<file path="src/rtl/manchester_txd.sv">
`timescale 1ns/1ps
// manchester_txd: serializes bytes LSB-first and Manchester-encodes them onto
// the line, with back-to-back byte streaming and an idle-high end-of-frame tail.
//
// Ports
//   clk    in   system clock
//   reset  in   asynchronous active-high reset
//   data   in   [7:0] byte to send, sampled only at a load point
//   valid  in   a byte is available on data, sampled at load points
//   rdy    out  one-cycle pulse: data was just latched
//   txd    out  Manchester-encoded serial line (0 = high-low, 1 = low-high)
//   txen   out  high while a frame, including the EOF tail, is on the line
module manchester_txd #(
  parameter int unsigned CLK_FREQ = 100_000_000,
  parameter int unsigned BIT_RATE = 50_000,
  parameter int unsigned EOF_BITS = 2
) (
  input  logic       clk,
  input  logic       reset,
  input  logic [7:0] data,
  input  logic       valid,
  output logic       rdy,
  output logic       txd,
  output logic       txen
);

  localparam int unsigned HALF       = CLK_FREQ / (2 * BIT_RATE);
  localparam int unsigned HCW        = (HALF > 1) ? $clog2(HALF) : 1;
  localparam int unsigned EOF_HALVES = 2 * EOF_BITS;
  localparam int unsigned ECW        = (EOF_HALVES > 1) ? $clog2(EOF_HALVES) : 1;

  // Parameter sanity checks at elaboration
  generate
    if (HALF < 2) begin : g_half_check
      $error("manchester_txd: CLK_FREQ/(2*BIT_RATE) must be at least 2");
    end
    if (EOF_BITS < 1) begin : g_eof_check
      $error("manchester_txd: EOF_BITS must be at least 1");
    end
  endgenerate

  typedef enum logic [1:0] {
    S_IDLE = 2'd0,
    S_SEND = 2'd1,
    S_EOF  = 2'd2
  } state_t;

  state_t          state;
  logic [7:0]      shreg;
  logic [HCW-1:0]  half_cnt;
  logic [3:0]      bit_cnt;
  logic [ECW-1:0]  eof_cnt;
  logic            half_last;
  logic            eof_last;

  assign half_last = (half_cnt == HCW'(HALF - 1));
  assign eof_last  = (eof_cnt == ECW'(EOF_HALVES - 1));

  // Framing FSM; outputs are registered alongside the state they belong to
  always_ff @(posedge clk or posedge reset) begin
    if (reset) begin
      state    <= S_IDLE;
      shreg    <= 8'd0;
      half_cnt <= '0;
      bit_cnt  <= 4'd0;
      eof_cnt  <= '0;
      rdy      <= 1'b0;
      txd      <= 1'b1;
      txen     <= 1'b0;
    end else begin
      rdy <= 1'b0;
      case (state)
        S_IDLE: begin
          txd  <= 1'b1;
          txen <= 1'b0;
          if (valid) begin
            state    <= S_SEND;
            shreg    <= data;
            half_cnt <= '0;
            bit_cnt  <= 4'd0;
            rdy      <= 1'b1;
            txen     <= 1'b1;
            txd      <= ~data[0];
          end
        end

        S_SEND: begin
          if (half_last) begin
            half_cnt <= '0;
            bit_cnt  <= bit_cnt + 4'd1;
            if (bit_cnt == 4'd15) begin
              // Byte boundary: chain the next byte or start the tail
              if (valid) begin
                shreg <= data;
                rdy   <= 1'b1;
                txd   <= ~data[0];
              end else begin
                state   <= S_EOF;
                eof_cnt <= '0;
                txd     <= 1'b1;
              end
            end else if (!bit_cnt[0]) begin
              // First half done: present the true bit value
              txd <= shreg[0];
            end else begin
              // Whole bit done: advance to the next bit's first half
              shreg <= {1'b0, shreg[7:1]};
              txd   <= ~shreg[1];
            end
          end else begin
            half_cnt <= half_cnt + HCW'(1);
          end
        end

        S_EOF: begin
          txd <= 1'b1;
          if (half_last) begin
            half_cnt <= '0;
            if (eof_last) begin
              state   <= S_IDLE;
              eof_cnt <= '0;
              txen    <= 1'b0;
            end else begin
              eof_cnt <= eof_cnt + ECW'(1);
            end
          end else begin
            half_cnt <= half_cnt + HCW'(1);
          end
        end

        default: begin
          state <= S_IDLE;
          txd   <= 1'b1;
          txen  <= 1'b0;
        end
      endcase
    end
  end

endmodule
</file>
<file path="config.mk">
export PLATFORM = sky130hd
export DESIGN_NAME = manchester_txd
export DESIGN_NICKNAME = d
export VERILOG_FILES = /design/src/rtl/manchester_txd.sv
export SDC_FILE = /design/constraint.sdc
export NUM_CORES = 1
export LEC_CHECK = 0
export CORE_UTILIZATION = 35
export CTS_CLUSTER_DIAMETER = 100
export DETAILED_ROUTE_END_ITERATION = 7
export GPL_TIMING_DRIVEN = 0
export PLACE_DENSITY = 0.55
export SYNTH_ARGS = -nofsm -noshare
export SYNTH_HDL_FRONTEND = slang
export SYNTH_SLANG_ARGS = --single-unit
export TNS_END_PERCENT = 5
</file>
<file path="constraint.sdc">
create_clock -name clk -period 2.5 [get_ports clk]
set_clock_uncertainty 0.2 [all_clocks]
set_input_delay 0.5 -clock clk [delete_from_list [all_inputs] [get_ports clk]]
set_output_delay 0.5 -clock clk [all_outputs]
set_load 0.1 [all_outputs]
</file>
==> impl_metrics.py <==
metrics = {
    "outcome": {
        "run_status": "finished, final reports clean",
    },
    "die": {
        "core_sq_um": 4414,
        "die_h_um": 70.43,
        "fp-row-count": 24,
        "initial_utilization": 0.3713,
        "pin_count": 14,
        "die_area_sq_um": 4960,
        "die_w_um": 70.43,
    },
    "timing": {
        "hold_viol_final": 0,
        "maxSlewViolCount": 0,
        "rsz0062_at_grt": "false",
        "finalSetupViolations": 0,
        "setup_tns_ps": 0,
        "slew_headroom": 0.2526,
        "max_freq_mhz": 409.6,
        "min_period_ps": 2441,
        "fin_crit_sh": 0.9765,
        "worst_pin_slew_ps": 1120,
    },
    "clock_network": {
        "worstSkewPairLatency_ps": 270,
        "cts_root_buf": "clkbuf_8",
        "clk_path_buf_depth": 2,
        "cts_buffers": 5,
        "htreeDepth": 2,
        "clk_pin_slew_ps": 60,
        "cts.sinks": 29,
        "cts_tree": "built",
    },
    "critical_path": {
        "cp_num_buf_inv": 1,
        "cp.required_ps": 1800,
        "cp.arrival_ps": 1740,
        "cp_top_family": "buffers and inverters",
        "crit_fanout": 2,
        "worst_path_max_delay_cell": "clkdlybuf4s50_1",
        "crit_type": "flip-flop to output pin",
        "path_cells": "clkdlybuf4s50_1",
        "max_stage_delay_ps": 1120,
        "cp-start-kind": "flip-flop",
        "worstSetupEndpointType": "output pin",
    },
    "logic_synthesis": {
        "syn_area_sq_um": 1639,
        "syn_area_per_cell_sq_um": 9.260,
        "synth_ff_type": "dfrtp_1",
        "synth_cell_types": 40,
        "synth_edf_count": 0,
        "synth-seq-cells": 29,
        "async_flop_share": 1.000,
        "synth_nets": 194,
        "yosysWarnings": 0,
        "post_synth_inst_count": 177,
        "yosysSeqAreaShare": 0.4435,
    },
    "power": {
        "peakVddDrop_uv": 392.7,
        "power.leakage_nw": 0.8142,
        "total_power_mw": 1.940,
        "power_density_nw_per_um2": 993.9,
    },
    "drt": {
        "wl_per_cell_um": 15.26,
        "drt-total-wl_mm": 3.814,
        "dr.first_iter.drc_count": 54,
        "antenna_left": 0,
        "drtPass1Iterations": 4,
        "via_count": 1444,
        "vias_per_cell": 5.776,
        "post-route-drc-count": 0,
    },
    "grt": {
        "grt_pass1_vias": 1465,
        "grt_pass1_wl_mm": 6.644,
        "track_usage": 0.1682,
        "grt_overflow": 0,
        "grt_antenna_before_repair": 0,
        "grt_max_degree": 30,
    },
    "worst_hold_path": {
        "hold_class": "flip-flop to flip-flop",
    },
    "place": {
        "portBuffers": 13,
        "gp_congestion": 0.7914,
        "hpwlAfterDp_mm": 2.761,
    },
    "layout": {
        "final_common_cell": "dfrtp_1",
        "drive_gt1_frac": 0.09596,
        "fill_cells": 418,
        "layout_common_cells": "28 x dfrtp_1, 16 x inv_1, 14 x o21ai_0",
        "nNetsFinal": 214,
        "area_growth_pct": 19.08,
        "num_antenna_cells": 0,
    },
    "flow_run": {
        "cap_violations": 0,
    },
}
synth_stat cells, types with 2 or more instances:
cell,count,area (sq um)
xnor2_1,2,17.52
dfrtp_1,28,700.7
nand3_1,10,50.05
nand2_1,13,48.80
xor2_1,2,17.52
nor2_1,10,37.54
nor3_1,4,20.02
o31ai_1,2,15.01
clkbuf_1,6,22.52
a22oi_1,2,15.01
nor4_1,2,12.51
inv_1,16,60.06
a21oi_1,5,25.02
ha_1,6,75.07
mux2i_1,5,50.05
o22ai_1,9,56.30
nand4_1,6,37.54
or4_1,2,15.01
o221ai_1,3,26.28
a32oi_1,7,61.31
o21ai_0,14,70.07
and3_1,4,25.02
mux2_2,2,22.52
registers in the layout, summed over array words and instances, names as in the netlist:
signal / count
txd: 1
shreg: 8
eof_cnt: 2
rdy: 1
bit_cnt: 4
state: 2
txen: 1
half_cnt: 10
cell type report:
cell class / count / area [sq um] / share of cell area
Multi-Input combinational cell: 126 / 857.1 / 0.4391
Sequential cell: 29 / 726.9 / 0.3724
Timing Repair Buffer: 13 / 128.9 / 0.06603
Clock buffer: 8 / 90.09 / 0.04615
Tap cell: 52 / 65.06 / 0.03333
Inverter: 16 / 60.06 / 0.03077
Buffer: 6 / 23.77 / 0.01218
logic make-up (layout without fill, tap and decap cells):
logic type                 Yosys count  count (layout)  share of synthesized area
buffers and inverters               22              43                    0.05038
and+or+nand+nor                     58              58                     0.1863
muxes                                7               7                    0.04428
DFF                                 29              29                     0.4435
AOI/OAI and AO/OA                   51              51                     0.2084
adders and majority gates            6               6                    0.04580
xor gates and xnor gates             4               4                    0.02138
layer usage:
metal / part of all wire / wire length [um] / track usage / vias up
met5: 0 / 0 / 0 / -
met4: 0.018 / 68 / 0.06444 / 0
met3: 0.032 / 121 / 0.03896 / 9
met2: 0.48 / 1826 / 0.2667 / 25
met1: 0.47 / 1797 / 0.2215 / 708
li1: - / - / - / 702
where the power goes:
part           internal [mW]  total [mW]  switching, mW
Sequential             0.598       0.678         0.0800
Combinational          0.296       0.871          0.575
Clock                  0.224       0.390          0.167
path summary, 6_finish.rpt:
path,start,to,slack (ps),cells past startpoint
min in group asynchronous,reset,shreg[6],620,2
setup reg to reg,half_cnt[0],eof_cnt[1],130,6
setup / recovery,txen,txen,60,1
max in group asynchronous,reset,half_cnt[7],820,2
hold reg to reg,txen,txen,310,1
hold / removal,txen,txen,310,1
stage by stage:
stage	hold slack (ps)	area (sq um)	util	setup slack [ps]	instances
floorplan	273.3	1639	-	217.6	177
global placement	294.1	1834	0.4155	-148.1	242
detailed placement	304.0	1834	0.4155	-163.8	242
CTS	317.8	1936	0.4385	47.59	250
global route	341.4	1952	0.4422	10.59	250
finish	308.1	1952	0.4422	58.79	250
what timing repair did:
item,4_1_cts,5_1_grt
setup endpoints to repair,11,8
buffers inserted,0,0
gates cloned,0,0
hold buffers,0,0
gates resized for setup,4,4
Note: power is estimated with default switching activity, not from simulation.
